[src/rtl/tone_seq_pkg.sv]
// Shared types and constants for the buzzer tone sequencer.
// Holds the FSM state encoding, default field widths and the ms divider helper.
package tone_seq_pkg;

  typedef enum logic [1:0] {
    IDLE = 2'd0,
    PLAY = 2'd1,
    GAP  = 2'd2
  } state_t;

  localparam int DEFAULT_DIV_W = 18;
  localparam int DEFAULT_DUR_W = 12;

  // Clock cycles per millisecond; integer division truncates odd clock rates.
  function automatic int unsigned ms_div(input int unsigned clk_hz);
    return clk_hz / 1000;
  endfunction

endpackage

[src/rtl/ms_tick_gen.sv]
// Millisecond prescaler: counts 0..MS_DIV-1 and flags the last count as tick.
// clr restarts the count so every state begins on a full millisecond.
module ms_tick_gen #(
  parameter int unsigned MS_DIV = 50_000
) (
  input  logic clk,
  input  logic rst_n,
  input  logic clr,
  output logic tick
);

  localparam int CW = (MS_DIV > 1) ? $clog2(MS_DIV) : 1;

  logic [CW-1:0] cnt_reg;

  assign tick = (cnt_reg == CW'(MS_DIV - 1));

  always_ff @(posedge clk or negedge rst_n) begin
    if (!rst_n) begin
      cnt_reg <= '0;
    end else if (clr || tick) begin
      cnt_reg <= '0;
    end else begin
      cnt_reg <= cnt_reg + CW'(1);
    end
  end

endmodule

[src/rtl/buzzer_tone_seq.sv]
// Buzzer note sequencer: accepts (divisor, duration) commands and plays a square wave.
// Define TONE_SEQ_GAP_EN to insert GAP_MS of silence after every note.
module buzzer_tone_seq
  import tone_seq_pkg::*;
#(
  parameter int unsigned CLK_HZ = 50_000_000,
  parameter int          DIV_W  = DEFAULT_DIV_W,
  parameter int          DUR_W  = DEFAULT_DUR_W,
  parameter int unsigned GAP_MS = 10
) (
  input  logic             clk,
  input  logic             rst_n,
  input  logic             cmd_valid,
  output logic             cmd_ready,
  input  logic [DIV_W-1:0] cmd_div,
  input  logic [DUR_W-1:0] cmd_dur,
  input  logic             abort,
  output logic             sound,
  output logic             busy,
  output logic             note_done
);

  localparam int unsigned MS_DIV = ms_div(CLK_HZ);
  localparam int          GAP_W  = 16;
`ifdef TONE_SEQ_GAP_EN
  localparam bit GAP_ON = (GAP_MS != 0);
`else
  localparam bit GAP_ON = 1'b0;
`endif

  state_t           state_reg;
  logic [DIV_W-1:0] div_reg;
  logic [DIV_W-1:0] hp_cnt_reg;
  logic [DUR_W-1:0] rem_reg;
  logic [GAP_W-1:0] gap_rem_reg;
  logic             sound_reg;
  logic             ready_reg;
  logic             busy_reg;
  logic             done_reg;

  logic ms_tick;
  logic ms_clr;
  logic accept;
  logic note_end;
  logic gap_end;

  // abort masks ready combinationally so a simultaneous command is never taken.
  assign cmd_ready = ready_reg & ~abort;
  assign accept    = cmd_valid & cmd_ready;
  assign note_end  = (state_reg == PLAY) & ms_tick & (rem_reg == DUR_W'(1));
  assign gap_end   = (state_reg == GAP) & ms_tick & (gap_rem_reg == GAP_W'(1));

  // Holding the prescaler clear in IDLE and on every exit edge means each
  // PLAY/GAP entry starts from a fresh millisecond.
  assign ms_clr = abort | (state_reg == IDLE) | note_end | gap_end;

  assign sound     = sound_reg;
  assign busy      = busy_reg;
  assign note_done = done_reg;

  ms_tick_gen #(
    .MS_DIV (MS_DIV)
  ) u_ms_tick (
    .clk   (clk),
    .rst_n (rst_n),
    .clr   (ms_clr),
    .tick  (ms_tick)
  );

  always_ff @(posedge clk or negedge rst_n) begin
    if (!rst_n) begin
      state_reg   <= IDLE;
      div_reg     <= '0;
      hp_cnt_reg  <= '0;
      rem_reg     <= '0;
      gap_rem_reg <= '0;
      sound_reg   <= 1'b0;
      ready_reg   <= 1'b1;
      busy_reg    <= 1'b0;
      done_reg    <= 1'b0;
    end else begin
      done_reg <= 1'b0;
      if (abort) begin
        state_reg   <= IDLE;
        div_reg     <= '0;
        hp_cnt_reg  <= '0;
        rem_reg     <= '0;
        gap_rem_reg <= '0;
        sound_reg   <= 1'b0;
        ready_reg   <= 1'b1;
        busy_reg    <= 1'b0;
      end else begin
        case (state_reg)
          IDLE: begin
            if (accept) begin
              div_reg    <= cmd_div;
              rem_reg    <= cmd_dur;
              hp_cnt_reg <= '0;
              sound_reg  <= 1'b0;
              if (cmd_dur == '0) begin
                done_reg <= 1'b1;
              end else begin
                state_reg <= PLAY;
                ready_reg <= 1'b0;
                busy_reg  <= 1'b1;
              end
            end
          end

          PLAY: begin
            if (note_end) begin
              sound_reg  <= 1'b0;
              done_reg   <= 1'b1;
              hp_cnt_reg <= '0;
              rem_reg    <= '0;
              if (GAP_ON) begin
                state_reg   <= GAP;
                gap_rem_reg <= GAP_W'(GAP_MS);
              end else begin
                state_reg <= IDLE;
                ready_reg <= 1'b1;
                busy_reg  <= 1'b0;
              end
            end else begin
              if (ms_tick) begin
                rem_reg <= rem_reg - DUR_W'(1);
              end
              // A zero divisor is a rest: the counter idles and the pin stays low.
              if (div_reg == '0) begin
                hp_cnt_reg <= '0;
                sound_reg  <= 1'b0;
              end else if (hp_cnt_reg == div_reg - DIV_W'(1)) begin
                hp_cnt_reg <= '0;
                sound_reg  <= ~sound_reg;
              end else begin
                hp_cnt_reg <= hp_cnt_reg + DIV_W'(1);
              end
            end
          end

          GAP: begin
            sound_reg <= 1'b0;
            if (gap_end) begin
              state_reg   <= IDLE;
              gap_rem_reg <= '0;
              ready_reg   <= 1'b1;
              busy_reg    <= 1'b0;
            end else if (ms_tick) begin
              gap_rem_reg <= gap_rem_reg - GAP_W'(1);
            end
          end

          default: begin
            state_reg <= IDLE;
            sound_reg <= 1'b0;
            ready_reg <= 1'b1;
            busy_reg  <= 1'b0;
          end
        endcase
      end
    end
  end

endmodule

[config.mk]
export PLATFORM = sky130hd
export DESIGN_NAME = buzzer_tone_seq
export DESIGN_NICKNAME = d
export VERILOG_FILES = /design/src/rtl/tone_seq_pkg.sv /design/src/rtl/ms_tick_gen.sv /design/src/rtl/buzzer_tone_seq.sv
export SDC_FILE = /design/constraint.sdc
export NUM_CORES = 1
export LEC_CHECK = 0
export CAP_MARGIN = 15
export CORE_ASPECT_RATIO = 1.75
export CORE_MARGIN = 2
export CORE_UTILIZATION = 35
export DETAILED_ROUTE_END_ITERATION = 12
export DONT_BUFFER_PORTS = 1
export GPL_TIMING_DRIVEN = 0
export SLEW_MARGIN = 20
export SYNTH_ARGS = -nofsm -noshare
export SYNTH_HDL_FRONTEND = slang
export SYNTH_SLANG_ARGS = --single-unit
[constraint.sdc]
create_clock -name clk -period 5 [get_ports clk]
set_input_delay 0.5 -clock clk [delete_from_list [all_inputs] [get_ports clk]]
set_output_delay 0.5 -clock clk [all_outputs]
set_load 0.01 [all_outputs]
After elaboration in Yosys (flattened, before gate mapping)
Cells that the tools add are included.
{"block": "totals", "elab_cells": 101, "ff_bits": 86, "output_inout_bits": 4}
{"block": "classes", "reduce_logical": 15, "addsub": 5, "eq_ne": 12, "mux": 48, "n_bitwise": 11}
{"operator": "$mux 18", "count": 8}
{"operator": "$mux 16", "count": 5}
{"operator": "$mux 12", "count": 4}
{"operator": "$pmux 18 s2", "count": 1}
{"operator": "$pmux 12 s2", "count": 1}
{"operator": "$mux 1", "count": 19}
{"operator": "$add 18x1->18 const B", "count": 1}
{"operator": "$eq 18x18->1", "count": 1}
{"operator": "$logic_not 18->1", "count": 1}
{"operator": "$sub 18x1->18 const B", "count": 1}
{"operator": "$add 16x1->16 const B", "count": 1}
{"operator": "$eq 16x1->1 const B", "count": 1}
{"operator": "$eq 16x16->1 const B", "count": 1}
{"operator": "$sub 16x1->16 const B", "count": 1}
{"operator": "$eq 12x1->1 const B", "count": 1}
{"operator": "$logic_not 12->1", "count": 1}
{"operator": "$ne 3x3->1 const B", "count": 4}
{"operator": "$sub 12x1->12 const B", "count": 1}
{"operator": "$mux 2", "count": 5}
{"operator": "$reduce_and 2->1", "count": 4}
{"operator": "$and 1x1->1", "count": 6}
{"operator": "$pmux 1 s3", "count": 2}
{"operator": "$pmux 2 s3", "count": 1}
{"operator": "$reduce_bool 2->1", "count": 3}
{"operator": "other kinds (12)", "count": 17}

Longest topological paths before layout
Gate-level depths: netlist (run 1).
{"block": "depth", "word_depth": 7, "mapped_depth": 11, "mapped_depth_nobuf": 10}

Hierarchy
A second synthesis (run 1) with hierarchy kept.
{"block": "hier_totals", "hier_cells": 532, "hier_area_um2": 4573.1}
{"mod": "buzzer_tone_seq", "area_each_um2": 3774.9, "seq_area_each_um2": 1302.5, "instances": 1, "cells_each": 452}
{"mod": "ms_tick_gen", "area_each_um2": 798.3, "seq_area_each_um2": 400.4, "instances": 1, "cells_each": 80}

Worst setup path before layout (run 1)
No wires, ideal clock.
{"block": "synth_path", "path_kind": "register -> register", "from": "register div_reg[4]", "to": "register hp_cnt_reg[10]", "stages_incl_launch_ff": 11, "setup_ps": 118, "t_required_ps": 4882, "path_slack_ps": 2010, "t_arrival_ps": 2872, "n_path_buf": 3, "synth_period_minus_slack_ps": 2990, "path_cell_list": "dfrtp_1 -> buf_6 -> or4_4 -> buf_6 -> or4_4 -> o41ai_1 -> nand4b_1 -> o31ai_4 -> buf_6 -> o21ai_1 -> a21o_1"}
{"block": "synth_via", "elab_chain_len": 7, "elab_cells_between_ends": 8, "classes_between": "1 x add/sub; 1 x eq/ne; 5 x mux; 1 x reduce/logical"}
{"item": "start, declared", "line": "buzzer_tone_seq.sv:32", "source": "logic [DIV_W-1:0] div_reg;"}
{"item": "start signal, assigned", "line": "buzzer_tone_seq.sv:96", "source": "div_reg <= cmd_div;"}
{"item": "$sub 18x1->18", "line": "buzzer_tone_seq.sv:132", "source": "end else if (hp_cnt_reg == div_reg - DIV_W'(1)) begin"}
{"item": "$eq 18x18->1", "line": "buzzer_tone_seq.sv:132"}
{"item": "$mux 18", "line": "buzzer_tone_seq.sv:132"}
{"item": "$mux 18 *", "line": "buzzer_tone_seq.sv:129", "source": "if (div_reg == '0) begin"}
{"item": "$mux 18 *", "line": "buzzer_tone_seq.sv:111", "source": "if (note_end) begin"}
{"item": "$pmux 18 s2 *", "line": "buzzer_tone_seq.sv:93", "source": "case (state_reg)"}
{"item": "$mux 18 *", "line": "buzzer_tone_seq.sv:83", "source": "if (abort) begin"}
{"item": "end signal, assigned", "line": "buzzer_tone_seq.sv:136", "source": "hp_cnt_reg <= hp_cnt_reg + DIV_W'(1);"}
{"item": "end, declared", "line": "buzzer_tone_seq.sv:33", "source": "logic [DIV_W-1:0] hp_cnt_reg;"}
Every way passes the cells marked *; elsewhere a longest branch is shown, timed or not.
A chain may end at the register's enable or synchronous reset.

Worst setup path after layout (run 1)
{"block": "layout_path", "from": "register div_reg[4]", "to": "register hp_cnt_reg[6]"}
The elaborated chain is that of the path after synthesis.

==> run_results.csv, run 1 <==
group,metric,value,unit
run_status,status,"finished clean",
placed_design,portBuffers,0,
synthesis,synth_xor_area_share,7.21,%
synthesis,synthSimpleGateAreaFrac,27.7,%
power,switching_power,502,uW
synthesis,yosys_most_used_dff,"dfrtp_1",
critical_path,worstRegToRegCells,10,
grt,overflow,0,
critical_path,critPathMaxFanout,10,
synthesis,ys_ff_latch,68,
floorplan,rows,52,
detailed_routing,dr.pass1.iters,4,
power,p_per_area,358,mW/mm2
synthesis,synth.top_cells.by_count,"dfrtp_1, nand2_1, o21ai_0",
synthesis,synth_top_area_cell,"dfrtp_1",
timing,clock.fmax,294,MHz
layout,layout.nets,529,
detailed_routing,vias,3599,
timing,rsz0062_at_grt,"no",
layout,layout-drive-gt1-share,6.46,%
power,seqPwrFrac,38.2,%
critical_path,cp_common_cell,"buf_6",
timing,fin_crit_sh,67.9,%
critical_path,start_kind,"flop",
power,cellLeakagePower,1.92,nW
critical_path,cp_slowest_cell,"or4_4",
placed_design,routabilityCongestion,0.872,
grt,grt_pass1_wl,18100,um
timing,setup_ws,1600,ps
timing,slew-limit-headroom,32.3,%
synthesis,yosysMostFrequentCell,"dfrtp_1",
synthesis,ys_types,53,
flow_run,maxCapViolCount,0,
synthesis,netlist_instances,477,
detailed_routing,wl_per_cell,17.8,um
synthesis,synth-compound-area-share,16.3,%
timing,skew,9.34,ps
critical_path,criticalPathCategory,"flop to flop",
detailed_routing,drcViolationCount,0,
power,clock_power_share,40.4,%
clock_network,cts_max_path_buffers,2,
clock_network,numCtsBuffers,9,
placed_design,dpl.hpwl,8160,um
synthesis,synth_area,0.00413,mm2
synthesis,syn_nets,516,
clock_network,cts_tree,"yes",
detailed_routing,ant_nets,0,
grt,grt_pass1_vias,3693,
synthesis,synthAdderAreaFrac,1.51,%
floorplan,io_pins,38,
grt,grt_usage,18.2,%
layout,fill_cells,1142,
critical_path,crit_arrival,3620,ps
layout,ff_latch_area,0.00170,mm2
critical_path,crit_path_max_incr_delay,540,ps
synthesis,synth.mux.area_fraction,1.76,%
power,power.internal,1.16,mW
synthesis,synth_top_area_share,40.6,%
critical_path,cp_top_family,"simple AND/OR/NAND/NOR gates",
synthesis,syn_avg_cell_area,8.66,um2
detailed_routing,wirelength,11200,um
placed_design,dp_slack,1630,ps
power,p_sw_share,30.2,%
synthesis,async_flop_share,100,%
timing,worst_pin_slew,1010,ps
floorplan,coreArea,0.0115,mm2
floorplan,dieArea,0.0127,mm2
timing,fin_crit,3400,ps
synthesis,synth_edf_count,0,
layout,diodes,0,
timing,slew_violations,0,
synthesis,ys_warn_count,0,
clock_network,ctsHtreeMaxLevel,3,
power,p_comb_share,21.4,%
detailed_routing,dr.first_iter.drc_count,197,
detailed_routing,routed_via_density,5.71,
grt,grt_max_degree,68,
clock_network,clk_pin_slew,60,ps
critical_path,critical_path_depth,10,
worst_hold_path,hold_path.class,"primary input to async pin",
critical_path,required,5230,ps
clock_network,cts_root_buf,"clkbuf_16",
clock_network,clock_sinks,68,
floorplan,die_x,86.1,um
timing,setup_tns,0,ps
clock_network,clk_latency,340,ps
layout,area_delta_synth_final,12.5,%
power,peakVddDrop,221,uV
timing,finalSetupViolCount,0,
critical_path,crit_buf_inv,3,
layout,multi_input_area,0.00225,mm2
synthesis,ys_seq_area_share,41.2,%
grt,antenna_found_initial,0,
critical_path,cp_cell_sequence,"buf_6, or4_4, buf_6, or4_4, o41ai_1, nand4b_1, o31ai_4, buf_6, o21ai_1, a21o_1",
floorplan,fp.dieH,148,um
floorplan,start_util,35.9,%
timing,holdWs,44.5,ps
synthesis,ys_top_cells_by_area,"dfrtp_1, o21ai_0, nand2_1, xor2_1, nor2_1",
timing,finalHoldViolCount,0,
synthesis,synth_top_family_by_area,"simple AND/OR/NAND/NOR gates",
critical_path,endpoint_kind,"flop",
==> layout make-up <==
cell class,instances,area share (%)
buffer,25,2.77
clock buffer,11,5.01
clock inverter,5,1.67
inverter,13,1.05
multi-input combinational,371,48.4
sequential,68,36.6
tap,135,3.63
timing repair buffer,2,0.807
==> path summary, 6_finish.rpt <==
path | start | endpoint | slack [ps]
max reg2reg | div_reg[4] | hp_cnt_reg[6] | 1600
max | div_reg[4] | hp_cnt_reg[6] | 1600
min in group clk | cmd_div[10] | div_reg[10] | 280
min reg2reg | u_ms_tick.cnt_reg[0] | u_ms_tick.cnt_reg[0] | 460
max in group asynchronous | rst_n | ready_reg | 4320
min | rst_n | div_reg[1] | 40
==> power groups by stage <==
stage          logic, mW  clock network (mW)  registers (mW)
2_1_floorplan      0.261                   0           0.631
3_3_place_gp       0.328                   0           0.643
3_5_place_dp       0.338                   0           0.645
4_1_cts            0.355               0.686           0.636
5_1_grt            0.396               0.710           0.642
6_report           0.356               0.672           0.637
==> per-stage QoR <==
| step | utilization (%) | cells | area, um2 | total power, mW |
|---|---|---|---|---|
| after floorplan | - | 477 | 4130 | 0.892 |
| after global placement | 37.4 | 612 | 4300 | 0.971 |
| after detailed placement | 37.4 | 612 | 4300 | 0.983 |
| after CTS | 40.4 | 630 | 4650 | 1.68 |
| after global routing | 40.4 | 630 | 4650 | 1.75 |
| final | 40.4 | 630 | 4650 | 1.66 |
==> repair_timing <==
| item | CTS | global route |
|---|---|---|
| setup buffers | 0 | 0 |
| endpoints found under the hold margin | 67 | 0 |
| hold buffers | 2 | 0 |
| resized for setup | 0 | 0 |
==> placed cells by master (no fill, tap or decap), drive strengths merged, types with 6 or more instances in the layout <==
cell type  Yosys  layout
o31ai          6       6
xor2          18      18
nor4          11      11
xnor2         16      16
or3           16      16
nand2b        18      18
dfrtp         67      67
inv           13      13
nand4          7       7
o211ai         6       6
a21oi         17      17
and3          10      10
a21o           7       7
o21ai         54      54
buf            8       9
clkbuf        17      28
nor3          14      14
nand2         54      54
nor2b          9       9
or4            6       6
nor2          39      39
nand3         10      10
==> logic make-up after synthesis <==
family	Yosys count
simple gates	216
compound gates	109
flops	68
buf+inv	38
xor+xnor	34
mux	7
fa+ha+maj	5
==> layer usage <==
layer,global-route usage [%],vias to the layer above,share of wire [%]
li1,-,1729,-
met1,19.3,1759,39
met2,32.2,76,53
met3,4.30,35,3.5
met4,10.6,0,4.1
met5,0,-,0
(Power assumes the default switching activity.)
==> inputs of run 2 (changes only) <==
clock period = 3.3 ns   (was 5 ns; I/O delays follow)
==> run_results.csv, run 2 (synthesized netlist as in run 1, its figures left out) <==
group,metric,value,unit
detailed_routing,drcViolationCount,0,
floorplan,rows,52,
layout,most-common-layout-cells,"dfrtp_1, nand2_1, o21ai_0",
layout,final_util,41.0,%
detailed_routing,wirelength,11200,um
critical_path,required,3530,ps
layout,final_common_cell,"dfrtp_1",
clock_network,cts_root_buf,"clkbuf_16",
critical_path,endpoint_kind,"flop",
clock_network,clk_latency,340,ps
detailed_routing,ant_nets,0,
flow_run,maxCapViolCount,0,
clock_network,clk_pin_slew,60,ps
timing,finalSetupViolCount,0,
timing,slew-limit-headroom,32.4,%
floorplan,start_util,35.9,%
timing,slew_violations,0,
detailed_routing,m1WireLength,4370,um
critical_path,start_kind,"flop",
floorplan,dieArea,0.0127,mm2
layout,final_cell_area,0.00472,mm2
floorplan,fp.dieH,148,um
grt,grt_max_degree,69,
clock_network,ctsHtreeMaxLevel,3,
critical_path,ff2ff_setup_slack,90,ps
layout,layout-drive-gt1-share,8.05,%
floorplan,die_x,86.1,um
placed_design,routabilityCongestion,0.872,
detailed_routing,wl_met3,433,um
detailed_routing,routed_via_density,5.70,
clock_network,cts_max_path_buffers,2,
placed_design,dp_cells,612,
layout,fill_cells,1138,
timing,setup_tns,0,ps
grt,overflow,0,
layout,fin_cells,632,
timing,worst_pin_slew,1010,ps
layout,diodes,0,
grt,grt_pass1_wl,18100,um
grt,grt_pass1_vias,3707,
timing,fin_crit,3210,ps
timing,clock.fmax,311,MHz
grt,grt_usage,18.2,%
run_status,status,"finished clean",
detailed_routing,dr_wl_met2,5930,um
grt,antenna_found_initial,0,
detailed_routing,vias,3601,
detailed_routing,dr.first_iter.drc_count,211,
power,cellLeakagePower,1.95,nW
critical_path,critPathMaxFanout,10,
timing,skew,10.4,ps
placed_design,place_area,0.00430,mm2
timing,holdWs,108,ps
clock_network,clock_sinks,68,
detailed_routing,dr.pass1.iters,4,
detailed_routing,wl_per_cell,17.8,um
layout,layout.nets,531,
critical_path,crit_arrival,3440,ps
placed_design,portBuffers,0,
floorplan,coreArea,0.0115,mm2
clock_network,cts_tree,"yes",
worst_hold_path,hold_path.class,"primary input to flop",
detailed_routing,top_layer_used,"met4",
critical_path,criticalPathCategory,"flop to flop",
timing,finalHoldViolCount,0,
layout,area_delta_synth_final,14.3,%
placed_design,dpl.hpwl,8160,um
timing,fin_crit_sh,97.4,%
power,peakVddDrop,336,uV
clock_network,numCtsBuffers,9,
floorplan,io_pins,38,
power,p_per_area,542,mW/mm2
run 2: cell types whose count changed in the layout (fill, tap and decap cells not counted), sizes merged:
cell,delta
buf,+2
run 2: what timing repair did:
action / in CTS / in global routing
setup buffers: 1 / 1
setup endpoints to repair: 13 / 14
endpoints found under the hold margin: 68 / 0
hold buffers: 2 / 0
resized for setup: 2 / 5
pin swaps: 1 / 3
run 2: worst paths after layout:
path	startpoint	endpoint	cells past startpoint
min reg2reg	u_ms_tick.cnt_reg[0]	u_ms_tick.cnt_reg[0]	1
max in group asynchronous	rst_n	ready_reg	2
min in group asynchronous	rst_n	div_reg[10]	2
max reg2reg	div_reg[4]	hp_cnt_reg[6]	12
min	cmd_div[10]	div_reg[10]	2
max	div_reg[4]	hp_cnt_reg[6]	12
run 2: where the power goes:
group / switching (mW) / internal (mW)
registers: 0.0723 / 0.894
logic: 0.347 / 0.224
clock network: 0.362 / 0.659
run 2: worst max-delay path: stages (launching register included):
cell and delay [ps]:
dfrtp_1 370, buf_6 130, or4_4 500, buf_6 160, or4_4 560, nor2_2 130, xnor2_1 80, o311a_4 330
o31ai_4 260, buf_12 160, buf_6 140, o21ai_1 100, a21o_1 180
run 2: area by class of cell:
type                       instances  area, um2  share of cell area [%]
inverter                          13       48.8                    1.03
tap                              135        169                    3.58
sequential                        68       1700                    36.1
buffer                            25        129                    2.73
clock buffer                      11        233                    4.93
timing repair buffer               4       65.1                    1.38
clock inverter                     5       77.6                    1.64
multi-input combinational        371       2300                    48.6
run 2: per-layer routing:
metal / vias up / track usage (%)
li1: 1733 / -
met1: 1751 / 19.2
met2: 81 / 31.9
met3: 36 / 4.36
met4: 0 / 11.0
met5: - / 0
run 2: stage by stage:
| stage | setup WS [ps] | total power [mW] |
|---|---|---|
| final | 85.3 | 2.56 |
| after global placement | -69.7 | 1.47 |
| after CTS | 7.93 | 2.55 |
| after global routing | -0.477 | 2.68 |
| after detailed placement | -70.5 | 1.49 |
| after floorplan | 310 | 1.35 |
